==> src/rtl/cpu_defs_pkg.sv <==
// rtl/cpu_defs_pkg.sv - shared opcode, state and class definitions for the CPU sequencer
package cpu_defs_pkg;

  localparam logic [5:0] OPC_NOP   = 6'd0;
  localparam logic [5:0] OPC_ADD   = 6'd1;
  localparam logic [5:0] OPC_LOAD  = 6'd2;
  localparam logic [5:0] OPC_STORE = 6'd3;
  localparam logic [5:0] OPC_SUB   = 6'd4;
  localparam logic [5:0] OPC_AND   = 6'd5;
  localparam logic [5:0] OPC_OR    = 6'd6;
  localparam logic [5:0] OPC_XOR   = 6'd7;
  localparam logic [5:0] OPC_SLL   = 6'd8;
  localparam logic [5:0] OPC_SRL   = 6'd9;
  localparam logic [5:0] OPC_SRA   = 6'd10;
  localparam logic [5:0] OPC_SLT   = 6'd11;
  localparam logic [5:0] OPC_SLTU  = 6'd12;
  localparam logic [5:0] OPC_MUL   = 6'd13;
  localparam logic [5:0] OPC_ADDI  = 6'd14;
  localparam logic [5:0] OPC_ANDI  = 6'd15;
  localparam logic [5:0] OPC_ORI   = 6'd16;
  localparam logic [5:0] OPC_XORI  = 6'd17;
  localparam logic [5:0] OPC_LUI   = 6'd18;
  localparam logic [5:0] OPC_SLTI  = 6'd19;
  localparam logic [5:0] OPC_MOV   = 6'd20;
  localparam logic [5:0] OPC_JUMP  = 6'd21;
  localparam logic [5:0] OPC_BRA   = 6'd22;
  localparam logic [5:0] OPC_LAST  = 6'b010110;

  localparam logic [2:0] ST_FETCH  = 3'd0;
  localparam logic [2:0] ST_DECODE = 3'd1;
  localparam logic [2:0] ST_EXEC   = 3'd2;
  localparam logic [2:0] ST_MEM    = 3'd3;
  localparam logic [2:0] ST_WB     = 3'd4;
  localparam logic [2:0] ST_FAULT  = 3'd5;

  typedef struct packed {
    logic is_legal;
    logic is_mem;
    logic is_store;
    logic is_ctrl;
    logic needs_wb;
    logic src_sel;
  } opc_class_t;

endpackage

==> src/rtl/opc_classify.sv <==
// rtl/opc_classify.sv - combinational opcode classifier shared by the sequencer and operand mux
module opc_classify
  import cpu_defs_pkg::*;
(
  input  logic [5:0]  opc_i,
  output opc_class_t  cls_o
);

  always_comb begin
    cls_o          = '0;
    cls_o.is_legal = (opc_i <= OPC_LAST);
    cls_o.is_store = (opc_i == OPC_STORE);
    cls_o.is_mem   = (opc_i == OPC_LOAD) || (opc_i == OPC_STORE);
    cls_o.is_ctrl  = (opc_i == OPC_NOP) || (opc_i == OPC_JUMP) || (opc_i == OPC_BRA);
    // LOAD writes back after its memory phase; STORE and control ops never do
    cls_o.needs_wb = cls_o.is_legal && !cls_o.is_ctrl && !cls_o.is_store;
    cls_o.src_sel  = cls_o.is_store;
  end

endmodule

==> src/rtl/cpu_seq_ctrl.sv <==
// rtl/cpu_seq_ctrl.sv - multi-cycle fetch/decode/exec/mem/wb sequencer with timeout and retire count
module cpu_seq_ctrl
  import cpu_defs_pkg::*;
#(
  parameter int TIMEOUT = 16,
  parameter int CNT_W   = 32
) (
  input  logic             clock,
  input  logic             reset_n,
  input  logic [31:0]      instr_in,
  input  logic             mem_ack,
  input  logic             cond_flag,
  output logic             mem_req,
  output logic             mem_we,
  output logic             ir_load,
  output logic             pc_inc,
  output logic             pc_load,
  output logic [5:0]       opc_out,
  output logic             src_sel,
  output logic             alu_start,
  output logic             rf_we,
  output logic             fault,
  output logic [CNT_W-1:0] instr_count
);

  localparam int TW = (TIMEOUT > 1) ? $clog2(TIMEOUT) : 1;
  localparam logic [TW-1:0] T_LAST = TW'(TIMEOUT - 1);

  logic [2:0]       state_q, state_d;
  logic [5:0]       opc_q, opc_d;
  logic [TW-1:0]    timer_q, timer_d;
  logic             fault_q, fault_d;
  logic [CNT_W-1:0] cnt_q, cnt_d;
  logic             retire;
  logic             req_c, we_c, irl_c, inc_c, pcl_c, alu_c, rfw_c;
  opc_class_t       cls;
  logic             unused_instr;

  assign unused_instr = ^instr_in[25:0];

  opc_classify u_cls (
    .opc_i (opc_q),
    .cls_o (cls)
  );

  always_comb begin
    state_d = state_q;
    opc_d   = opc_q;
    timer_d = '0;
    fault_d = fault_q;
    retire  = 1'b0;
    req_c   = 1'b0;
    we_c    = 1'b0;
    irl_c   = 1'b0;
    inc_c   = 1'b0;
    pcl_c   = 1'b0;
    alu_c   = 1'b0;
    rfw_c   = 1'b0;
    case (state_q)
      ST_FETCH, ST_MEM: begin
        req_c = 1'b1;
        we_c  = (state_q == ST_MEM) && cls.is_store;
        // an ack on the expiry cycle still wins over the timeout
        if (mem_ack) begin
          if (state_q == ST_FETCH) begin
            irl_c   = 1'b1;
            opc_d   = instr_in[31:26];
            state_d = ST_DECODE;
          end else if (cls.needs_wb) begin
            state_d = ST_WB;
          end else begin
            retire  = 1'b1;
            state_d = ST_FETCH;
          end
        end else if (timer_q == T_LAST) begin
          fault_d = 1'b1;
          state_d = ST_FAULT;
        end else begin
          timer_d = timer_q + TW'(1);
        end
      end
      ST_DECODE: begin
        inc_c = 1'b1;
        if (cls.is_legal) begin
          state_d = ST_EXEC;
        end else begin
          fault_d = 1'b1;
          state_d = ST_FAULT;
        end
      end
      ST_EXEC: begin
        if (cls.is_ctrl) begin
          alu_c   = (opc_q == OPC_BRA);
          pcl_c   = (opc_q == OPC_JUMP) || ((opc_q == OPC_BRA) && cond_flag);
          retire  = 1'b1;
          state_d = ST_FETCH;
        end else begin
          alu_c   = 1'b1;
          state_d = cls.is_mem ? ST_MEM : ST_WB;
        end
      end
      ST_WB: begin
        rfw_c   = 1'b1;
        retire  = 1'b1;
        state_d = ST_FETCH;
      end
      ST_FAULT: state_d = ST_FAULT;
      default: begin
        fault_d = 1'b1;
        state_d = ST_FAULT;
      end
    endcase
    cnt_d = retire ? cnt_q + CNT_W'(1) : cnt_q;
  end

  always_ff @(posedge clock) begin
    if (!reset_n) begin
      state_q <= ST_FETCH;
      opc_q   <= OPC_NOP;
      timer_q <= '0;
      fault_q <= 1'b0;
      cnt_q   <= '0;
    end else begin
      state_q <= state_d;
      opc_q   <= opc_d;
      timer_q <= timer_d;
      fault_q <= fault_d;
      cnt_q   <= cnt_d;
    end
  end

  // pulses and handshake are forced low while reset is held
  assign mem_req     = req_c & reset_n;
  assign mem_we      = we_c  & reset_n;
  assign ir_load     = irl_c & reset_n;
  assign pc_inc      = inc_c & reset_n;
  assign pc_load     = pcl_c & reset_n;
  assign alu_start   = alu_c & reset_n;
  assign rf_we       = rfw_c & reset_n;
  assign opc_out     = opc_q;
  assign src_sel     = cls.src_sel;
  assign fault       = fault_q;
  assign instr_count = cnt_q;

endmodule

==> config.mk <==
export PLATFORM = sky130hd
export DESIGN_NAME = cpu_seq_ctrl
export DESIGN_NICKNAME = d
export VERILOG_FILES = /design/src/rtl/cpu_defs_pkg.sv /design/src/rtl/opc_classify.sv /design/src/rtl/cpu_seq_ctrl.sv
export SDC_FILE = /design/constraint.sdc
export NUM_CORES = 1
export LEC_CHECK = 0
export CAP_MARGIN = 30
export CORE_UTILIZATION = 30
export DETAILED_ROUTE_END_ITERATION = 10
export SLEW_MARGIN = 10
export SYNTH_ARGS = -nofsm -noshare
export SYNTH_HDL_FRONTEND = slang
export SYNTH_SLANG_ARGS = --single-unit
==> constraint.sdc <==
create_clock -name clock -period 5.1 [get_ports clock]
set_input_delay 1.02 -clock clock [delete_from_list [all_inputs] [get_ports clock]]
set_output_delay 1.02 -clock clock [all_outputs]
set_load 0.05 [all_outputs]
# [Yosys cells after proc, flatten, opt, wreduce, memory -nomap -nowiden]
# Index checks and enable logic that the tools add are counted.
[word_totals] ff_bits=46 input_bits=36 word_cells=77
[classes] n_reduce_logical=17 addsub=2 eq_ne=14 bitwise_logic=10 order_cmp=1 mux=28
[ops] op="32-bit by 1-bit adder with 32-bit output (second input constant)" count=1
[ops] op="3-bit two-way mux" count=7
[ops] op="1-bit two-way mux" count=18
[ops] op="6-bit by 2-bit == test with 1-bit output (second input constant)" count=2
[ops] op="6-bit by 5-bit == test with 1-bit output (second input constant)" count=2
[ops] op="3-bit case mux with 4 select lines" count=1
[ops] op="1-bit bitwise AND" count=7
[ops] op="3-bit by 2-bit == test with 1-bit output (second input constant)" count=2
[ops] op="3-bit == test (second input constant)" count=2
[ops] op="6-bit by 5-bit <= comparator with 1-bit output (second input constant)" count=1
[ops] op="6-bit logical NOT" count=1
[ops] op="2-bit != test (second input constant)" count=3
[ops] op="1-bit case mux with 3 select lines" count=2
[ops] op="4-bit by 1-bit adder with 4-bit output (second input constant)" count=1
[ops] op="4-bit == test (second input constant)" count=1
[ops] op="1-bit logical AND" count=4
[ops] op="1-bit logical OR" count=4
[ops] op="4-bit AND reduction" count=1
[ops] op="4-bit OR reduction" count=1
[ops] op="3-bit by 1-bit == test with 1-bit output (second input constant)" count=1
[ops] op="3-bit logical NOT" count=1
[ops] op="3-bit != test (second input constant)" count=1
[ops] op="1-bit inverter" count=3
[ops] op="3-bit AND reduction" count=1
[ops] op="3 further kinds" count=4

# [Logic depth before layout (Yosys ltp)]
# Gate-level depths: netlist of the first run.
[depth] ltp_word=10 depth_mapped=8

# [By module]
# Synthesis of the first run repeated with hierarchy kept, for this count alone.
[hier_totals] cells_unflattened=295 hier_area_um2=2581.2
[by_module_without_submodules] mod="cpu_seq_ctrl" cells_each=279 instances=1 area_each_um2=2474.9
[by_module_without_submodules] mod="opc_classify" cells_each=16 instances=1 area_each_um2=106.4

# [Worst setup path after synthesis of the first run]
# No wires, ideal clock.
[synth_path] path_kind="input to output" startpoint="input port reset_n" endpoint="output port mem_we" arrival_ps=2918 path_slack_ps=1162 stages=3 cell_sequence="clkbuf_1 nand2b_1 nor4_1"
[synth_between] elab_chain_cells=1
[synth_rtl] item="start, declared" line="cpu_seq_ctrl.sv:9" text="input logic reset_n,"
[synth_rtl] item="1-bit bitwise AND" line="cpu_seq_ctrl.sv:134" text="assign mem_we = we_c & reset_n;"
[synth_rtl] item="end, declared" line="cpu_seq_ctrl.sv:14" text="output logic mem_we,"
# No other way between the ends.

# [Final worst setup path of the first run]
[layout_path] startpoint="input port mem_ack" endpoint="output port ir_load"
[layout_between] elab_chain_cells=3
[layout_rtl] item="start, declared" line="cpu_seq_ctrl.sv:11" text="input logic mem_ack,"
[layout_rtl] item="1-bit two-way mux" line="cpu_seq_ctrl.sv:64" text="if (mem_ack) begin"
[layout_rtl] item="1-bit two-way mux" line="cpu_seq_ctrl.sv:59" text="case (state_q)"
[layout_rtl] item="1-bit bitwise AND" line="cpu_seq_ctrl.sv:135" text="assign ir_load = irl_c & reset_n;"
[layout_rtl] item="end, declared" line="cpu_seq_ctrl.sv:15" text="output logic ir_load,"
# No other way between the ends.

==> results of run 1 <==
[per-layer routing]
metal,vias to the layer above,part of all wire (%)
li1,1647,-
met1,1621,48
met2,94,46
met3,21,4.1
met4,0,2.0
met5,-,0
[cell usage after synthesis (4+ instances only)]
| master | instances |
|---|---|
| nor2_1 | 35 |
| nor3_1 | 11 |
| o22ai_1 | 9 |
| or3_1 | 5 |
| nand3b_1 | 4 |
| clkbuf_1 | 15 |
| a21oi_1 | 14 |
| or4_1 | 9 |
| nand3_1 | 27 |
| dfxtp_1 | 46 |
| nor4_2 | 4 |
| buf_2 | 10 |
| nor4_1 | 8 |
| a31oi_1 | 8 |
| nand2b_1 | 23 |
| mux2i_1 | 18 |
| o211ai_1 | 6 |
| o311ai_0 | 5 |
| nand2_1 | 55 |
| nand4_1 | 33 |
| o21ai_0 | 4 |
| inv_1 | 6 |
| and3_1 | 10 |
[layout make-up]
type                            instances  area (um2)  area share [%]
Clock buffer                            6       82.58           2.134
Clock inverter                          2       12.51          0.3233
Inverter                                6       22.52          0.5820
Multi-Input combinational cell        332        2064           53.35
Sequential cell                        46       920.9           23.80
Tap cell                              133       166.4           4.300
Timing Repair Buffer                   62       600.6           15.52
[worst min-delay path by stage]
stage / slack (ns) / cells past startpoint / endpoint
floorplan: 0.42 / 1 / timer_q[0]
global placement: 0.43 / 1 / timer_q[0]
detailed placement: 0.44 / 1 / timer_q[0]
CTS: 0.46 / 1 / timer_q[0]
global route: 0.48 / 1 / timer_q[0]
finish: 0.46 / 1 / timer_q[0]
[power groups by stage]
| stage | Combinational (mW) | Clock [mW] | Sequential (mW) |
|---|---|---|---|
| 2_1_floorplan | 0.240 | 0 | 0.544 |
| 3_3_place_gp | 0.430 | 0 | 0.475 |
| 3_5_place_dp | 0.437 | 0 | 0.477 |
| 4_1_cts | 0.438 | 0.251 | 0.469 |
| 5_1_grt | 0.467 | 0.267 | 0.478 |
| 6_report | 0.436 | 0.245 | 0.469 |
[through the flow]
step           std cells  power (mW)  util, %
3_5_place_dp         579      0.9139    37.92
6_report             587       1.150    38.88
4_1_cts              587       1.158    38.88
5_1_grt              587       1.211    38.88
2_1_floorplan        413      0.7846        -
3_3_place_gp         579      0.9059    37.92
[state kept, by name (all words and copies together), names as in the netlist]
register     count
instr_count     32
opc_out          6
timer_q          4
state_q          3
fault            1
[logic make-up (layout without fill, tap and decap cells)]
family,count (synthesis),in the layout
compound gates,71,71
simple gates,238,238
flops,46,46
xor+xnor,3,3
mux,18,18
fa+ha+maj,2,2
buf+inv,35,76
[cells in the final DEF, fill, tap and decap left out, types with 3 or more instances in the layout]
| cell | instances |
|---|---|
| dfxtp_1 | 46 |
| mux2i_1 | 18 |
| and3_1 | 10 |
| nand2b_1 | 23 |
| and4_1 | 3 |
| or4_1 | 9 |
| or3_1 | 5 |
| a311oi_1 | 3 |
| a211o_1 | 3 |
| clkbuf_8 | 6 |
| a21oi_1 | 14 |
| clkdlybuf4s50_1 | 55 |
| a31oi_1 | 8 |
| nor2_1 | 35 |
| o21ai_0 | 4 |
| nand3b_1 | 4 |
| nor3_1 | 11 |
| nor4_2 | 4 |
| nor4_1 | 8 |
| and2_1 | 3 |
| inv_1 | 6 |
| o311ai_0 | 5 |
| o22ai_1 | 9 |
| nand2_1 | 55 |
| o211ai_1 | 6 |
| nor2b_1 | 3 |
| nand3_1 | 27 |
| nand4_1 | 33 |
| buf_4 | 6 |
[critical path: stages]
cell             delay (ns)
clkdlybuf4s50_1        0.59
inv_1                  0.13
nor4_2                 0.27
and2_1                 0.19
clkdlybuf4s50_1        0.80
==> out/metrics.cfg, run 1 <==
[status]
outcome=finished clean

[global_routing]
track_usage_pct=15.99
antenna_found_initial=0
grt_pass1_vias=3056
met1_usage_pct=21.45
gr-total-overflow=0
met2_usage_pct=25.52
grt_pass1_wl_mm=14.50
grt_max_degree=77
grt_util_met3_pct=2.318
busiest_layer=met2

[clock_network]
post_cts_buffers=0
cts_buffers=5
root_buffer=clkbuf_8
cts_tree=yes
ctsHoldBuffers=0
cts-resized-gates=0
htreeDepth=2
clock-sinks=46
cts_buffer_depth=2
clkTransAtPathRegs_ns=0.09
clock_latency_ns=0.31

[synth]
synth_seq_cells=46
synthSimpleGateAreaFrac_pct=41.01
synthMuxAreaShare_pct=5.744
yosysWarnings=0
syn_nets=451
synthAdderAreaFrac_pct=0.7978
synth-edff-count=0
netlist_top_cells_area=dfxtp_1 (29%), nand2_1 (6.6%), nand4_1 (6.6%), mux2i_1 (5.7%), nand2b_1 (4.6%)
synth_top_family_by_area=simple AND/OR/NAND/NOR gates
synth_xor_area_share_pct=1.077
yosysTopAreaCell=dfxtp_1
synth_compound_area_share_pct=17.19
syn_area_per_cell_um2=7.595
syn_inst=413
synth_flop_cell=dfxtp_1
syn_area_um2=3137
seq_area_frac_synth_pct=29.36
synth_top_cell_area_share_pct=29.36
synthArstFlopShare_pct=0
yosysUniqueCellTypes=55

[worst_hold_path]
hold_start=timer_q[0]
hold_class=register to register

[sta]
tightest_slew_ns=0.7797
relSlewSlack_pct=47.59
hold_viol=0
fmax_mhz=248.3
period_minus_slack_ns=4.027
period_share_pct=78.96
setup_violations=0
skew_ns=0.01565
slew_viol_final=0
holdWs_ns=0.4563
fin_tns_setup_ns=0
setup_ws_ns=1.073
rsz0062_at_grt=false

[layout]
nFillCells=1036
final_nets=491
drive_gt1_share_pct=5.947
design_area_um2=3870
area_growth_pct=23.37
n_antenna_cell=0

[die]
dieArea_um2=10870
fp-row-count=36
ios=83
die_h_um=104.3
coreArea_um2=9955
dieWidth_um=104.3
start_util_pct=31.51

[route]
drtAntennaViolNets=0
vias=3383
routed_via_density=5.763
wire_per_inst_um=15.01
drc=0
dr.pass1.iters=7
routed_wl_mm=8.808
drt_iter0_markers=174

[pwr]
power_frac_seq_pct=40.8
comb_power_share_pct=37.9
swShare_pct=42.32
p_clk_share_pct=21.3
power.density_nw_per_um2=297.3
intPower_mw=0.6636
p_leak_nw=1.239
ir_worst_vdd_mv=0.1136
power_switching_mw=0.4869

[job]
cap_violations=0

[placement]
io_buffers=56
preCtsSetupSlack_ns=1.077
hpwl_mm=6.162
dpl_cell_area_um2=3775
gp_congestion=0.7764

[worst_setup_path]
r2r-end=instr_count[24]
crit_arrival_ns=3.01
start_kind=input port
worstSetupPathType=input port to output pin
reg2reg_slack_ns=2.71
reg2reg_depth=5
cp_max_fo=6
worstReg2RegStart=state_q[0]
crit_start=mem_ack
endpoint=ir_load
required_ns=4.08
cp-end-kind=output pin

Power figures use the tool's default switching activity.
==> run 2: changes to the inputs <==
==> constraint.sdc (replaced) <==
create_clock -name clock -period 4.1 [get_ports clock]
set_input_delay 0.82 -clock clock [delete_from_list [all_inputs] [get_ports clock]]
set_output_delay 0.82 -clock clock [all_outputs]
set_load 0.05 [all_outputs]
==> run 2 against run 1 <==
- die area stayed put
- power is 25% higher
- sequential power is 25% higher
- routed wire length is 0.83% higher
- clock power is 22% higher
- via count is 3.3% lower
- sequential cell count stayed put
- critical path type unchanged
- largest power group unchanged
==> out/metrics.cfg, run 2 (synthesized netlist as in run 1, its figures left out) <==
[worst_hold_path]
hold_start=timer_q[0]
hold_class=register to register
hold_end=timer_q[0]
whs_path_depth=1

[global_routing]
gr-total-overflow=0
track_usage_pct=16.21
grt_max_degree=44
grt_pass1_vias=2956
grt_pass1_wl_mm=14.61
antenna_found_initial=0

[die]
dieArea_um2=10870
ios=83
coreArea_um2=9955
fp-row-count=36
dieWidth_um=104.3
die_h_um=104.3
start_util_pct=31.51

[layout]
largest_reg_flops=32
final_nets=493
layout.cells.most_common=nand2_1
n_antenna_cell=0
area_growth_pct=24.05
stdcell_count=589
layout_common_cells=nand2_1 (55), clkdlybuf4s50_1 (54), dfxtp_1 (46)
drive_gt1_share_pct=6.360

[clock_network]
ctsHoldBuffers=0
post_cts_buffers=0
htreeDepth=2
root_buffer=clkbuf_8
clock-sinks=46
cts_tree=yes
cts_buffer_depth=2
cts_buffers=5
clkTransAtPathRegs_ns=0.08
clock_latency_ns=0.31
cts-resized-gates=0

[sta]
relSlewSlack_pct=44.41
period_minus_slack_ns=3.244
setup_ws_ns=0.8562
rsz0062_at_grt=false
fin_tns_setup_ns=0
skew_ns=0.01657
tightest_slew_ns=0.8339
hold_viol=0
period_share_pct=79.12
slew_viol_final=0
fmax_mhz=308.3
setup_violations=0

[status]
outcome=finished clean

[job]
cap_violations=0

[worst_setup_path]
reg2reg_slack_ns=1.66
cp_max_fo=1
reg2reg_depth=5
required_ns=3.28
r2r-end=instr_count[24]
worstSetupPathType=input port to output pin
start_kind=input port
crit_arrival_ns=2.42
worstReg2RegStart=state_q[0]
cp-end-kind=output pin

[placement]
gp_congestion=0.7912
hpwl_mm=6.310
preCtsSetupSlack_ns=0.8468
io_buffers=56
dp.cells=581

[pwr]
swShare_pct=42.03
p_clk_share_pct=20.8
p_leak_nw=1.254
comb_power_share_pct=38.4
power.density_nw_per_um2=368.3
ir_worst_vdd_mv=0.1463
power_frac_seq_pct=40.8
intPower_mw=0.8308
power_switching_mw=0.6025

[route]
routed_via_density=5.555
drc=0
dr.pass1.iters=4
wire_per_inst_um=15.08
routed_wl_mm=8.881
vias=3272
drtAntennaViolNets=0
drt_iter0_markers=160

==> run 2: changes by cell type in the layout (fill, tap and decap cells not counted), sizes merged <==
cell and delta:
buf +3, clkinvlp -1, clkdlybuf4s50 -1, clkbuf +1
==> run 2: cell type report <==
class                           count  area (um2)
Fill cell                        1055        6063
Clock buffer                        7       86.33
Clock inverter                      1       5.005
Multi-Input combinational cell    332        2064
Sequential cell                    46       920.9
Timing Repair Buffer               64       625.6
Inverter                            6       22.52
Tap cell                          133       166.4
==> run 2: routing by layer <==
layer | global-route usage [%] | up-vias | routed length [um]
met5 | 0 | - | 0
met4 | 3.469 | 0 | 59
met3 | 2.632 | 7 | 353
met2 | 26.00 | 76 | 3999
met1 | 22.72 | 1537 | 4469
li1 | - | 1652 | -
==> run 2: power groups by stage <==
stage / Sequential [mW] / Clock [mW] / Combinational [mW]
2_1_floorplan: 0.677 / 0 / 0.299
3_3_place_gp: 0.591 / 0 / 0.543
3_5_place_dp: 0.593 / 0 / 0.551
4_1_cts: 0.583 / 0.305 / 0.552
5_1_grt: 0.596 / 0.325 / 0.591
6_report: 0.585 / 0.298 / 0.550
==> run 2: how the worst max path moves through the flow <==
stage / from / endpoint / slack [ns] / depth (start not counted)
floorplan: reset_n / mem_we / 0.56 / 3
global placement: cond_flag / pc_load / 0.84 / 5
detailed placement: cond_flag / pc_load / 0.85 / 5
CTS: cond_flag / pc_load / 0.84 / 5
global route: cond_flag / pc_load / 0.77 / 5
finish: cond_flag / pc_load / 0.86 / 5
==> run 2: metrics by stage <==
step	hold WS, ns	cell area, um2	total power [mW]	utilization, %
finish	0.4547	3891	1.433	39.09
global route	0.4908	3891	1.511	39.09
CTS	0.4563	3891	1.440	39.09
detailed placement	0.4421	3800	1.144	38.17
global placement	0.4297	3800	1.134	38.17
floorplan	0.4175	3137	0.9759	-
==> run 2: critical path, stage by stage <==
cell and delay (ns):
clkdlybuf4s50_1 0.45, nand3_1 0.06, o21ai_0 0.08, and4_1 0.21, clkdlybuf4s50_1 0.80
==> run 3: changes to the inputs <==
==> constraint.sdc (replaced) <==
create_clock -name clock -period 3.4 [get_ports clock]
set_input_delay 0.68 -clock clock [delete_from_list [all_inputs] [get_ports clock]]
set_output_delay 0.68 -clock clock [all_outputs]
set_load 0.05 [all_outputs]
==> run 3 against run 2 <==
- first-iteration DRC count up 28%
- worst setup slack got worse by 0.22 ns
- largest power group unchanged
- sequential power is 20% higher
- routed wire length fell by 0.30%
- global-route usage is 0.40 points higher
- power rose by 25%
- register-to-register slack got worse by 0.67 ns
- critical path depth fell by 2
- highest routed layer unchanged
- clock skew down 0.0033 ns
- critical endpoint is now pc_inc
==> out/metrics.cfg, run 3 (synthesized netlist as in run 1, its figures left out) <==
[sta]
fmax_mhz=361.3
holdWs_ns=0.4587
rsz0062_at_grt=false
slew_viol_final=0
fin_tns_setup_ns=0
hold_viol=0
tightest_slew_ns=0.7685
period_share_pct=81.41
period_minus_slack_ns=2.768
setup_violations=0
relSlewSlack_pct=48.34
skew_ns=0.01330

[worst_setup_path]
cp-end-kind=output pin
path_cells=nand2b_1, nor2_1, clkdlybuf4s50_1
critical-path-max-stage-delay_ns=0.81
cp_max_fo=16
required_ns=2.72
worstSetupPathType=register to output pin
start_kind=register
crit_path_top_delay_cell=clkdlybuf4s50_1
crit_arrival_ns=2.09

[clock_network]
htreeDepth=2
cts_tree=yes
clock-sinks=46
post_cts_buffers=0
cts_buffers=5
root_buffer=clkbuf_8
cts-resized-gates=0
clkTransAtPathRegs_ns=0.09
cts_buffer_depth=2
clock_latency_ns=0.31
ctsHoldBuffers=0

[pwr]
p_leak_nw=1.269
p_clk_share_pct=24.1
power.density_nw_per_um2=459.8
power_switching_mw=0.7275
power_frac_seq_pct=39.2
intPower_mw=1.070
comb_power_share_pct=36.7
swShare_pct=40.47
ir_worst_vdd_mv=0.1652

[layout]
n_antenna_cell=0
drive_gt1_share_pct=7.064
design_area_um2=3910
largest_reg_flops=32
layout.cells.most_common=nand2_1
layout_common_cells=nand2_1 (55), clkdlybuf4s50_1 (49), dfxtp_1 (46)
area_growth_pct=24.65
final_nets=491

[die]
start_util_pct=31.51
ios=83
dieArea_um2=10870
dieWidth_um=104.3
die_h_um=104.3
fp-row-count=36
coreArea_um2=9955

[route]
drtAntennaViolNets=0
routed_via_density=5.666
drc=0
dr.pass1.iters=5
routed_wl_mm=8.854
vias=3320
wire_per_inst_um=15.11
drt_iter0_markers=204

[job]
cap_violations=0

[global_routing]
grt_pass1_wl_mm=14.86
gr-total-overflow=0
grt_pass1_vias=2937
grt_max_degree=77
track_usage_pct=16.61
antenna_found_initial=0

[placement]
gp_congestion=0.7633
dpl_cell_area_um2=3797
hpwl_mm=6.200
io_buffers=56

[worst_hold_path]
hold_class=register to register

[status]
outcome=finished clean

[run 3: cell count changes in the layout (fill, tap and decap cells not counted), sizes merged]
cell | previous run | this run
clkdlybuf4s50 | 54 | 49
buf | 10 | 13
bufinv | 0 | 1
clkbuf | 7 | 6
clkinv | 1 | 0
[run 3: worst paths after layout]
check        startpoint               to  slack [ns]  cells past startpoint
max          state_q[0]           pc_inc        0.63                      3
max reg2reg  state_q[0]  instr_count[24]        0.99                      5
min          timer_q[0]       timer_q[0]        0.46                      1
min reg2reg  timer_q[0]       timer_q[0]        0.46                      1
[run 3: layout make-up]
| class | instances | area, um2 |
|---|---|---|
| fill | 1048 | 6045 |
| clock buffer | 6 | 82.58 |
| clock inverter | 1 | 30.03 |
| inverter | 6 | 22.52 |
| tap | 133 | 166.4 |
| multi-input combinational | 332 | 2064 |
| timing repair buffer | 62 | 623.1 |
| sequential | 46 | 920.9 |
[run 3: routing by layer]
metal  routed length, um  share of wire, %  GRT usage [%]  vias to the layer above
met5                   0                 0              0                        -
met4                  77              0.87          3.980                        0
met3                 412               4.7          3.571                        5
met2                4132                47          27.38                       88
met1                4231                48          21.98                     1583
li1                    -                 -              -                     1644
[run 3: stage by stage]
step           std cells  power [mW]  util, %  setup slack [ns]
2_1_floorplan        413       1.177        -            0.1099
3_3_place_gp         579       1.364    38.15            0.5284
3_5_place_dp         579       1.377    38.15            0.4630
4_1_cts              586       1.815    39.28            0.6087
5_1_grt              586       1.903    39.28            0.4739
6_report             586       1.798    39.28            0.6320
[run 3: power by group through the flow]
stage	Sequential, mW	Clock [mW]	Combinational (mW)
after global routing	0.721	0.473	0.708
after floorplan	0.817	0	0.360
after CTS	0.704	0.448	0.663
after global placement	0.712	0	0.652
after detailed placement	0.716	0	0.661
final	0.704	0.434	0.660
[run 3: worst max-delay path, delay by kind of cell, from the launching register on]
kind / cells / cell delay (ns)
buffers and inverters: 1 / 0.81
flip-flops: 1 / 0.64
AND/OR/NAND/NOR: 2 / 0.33
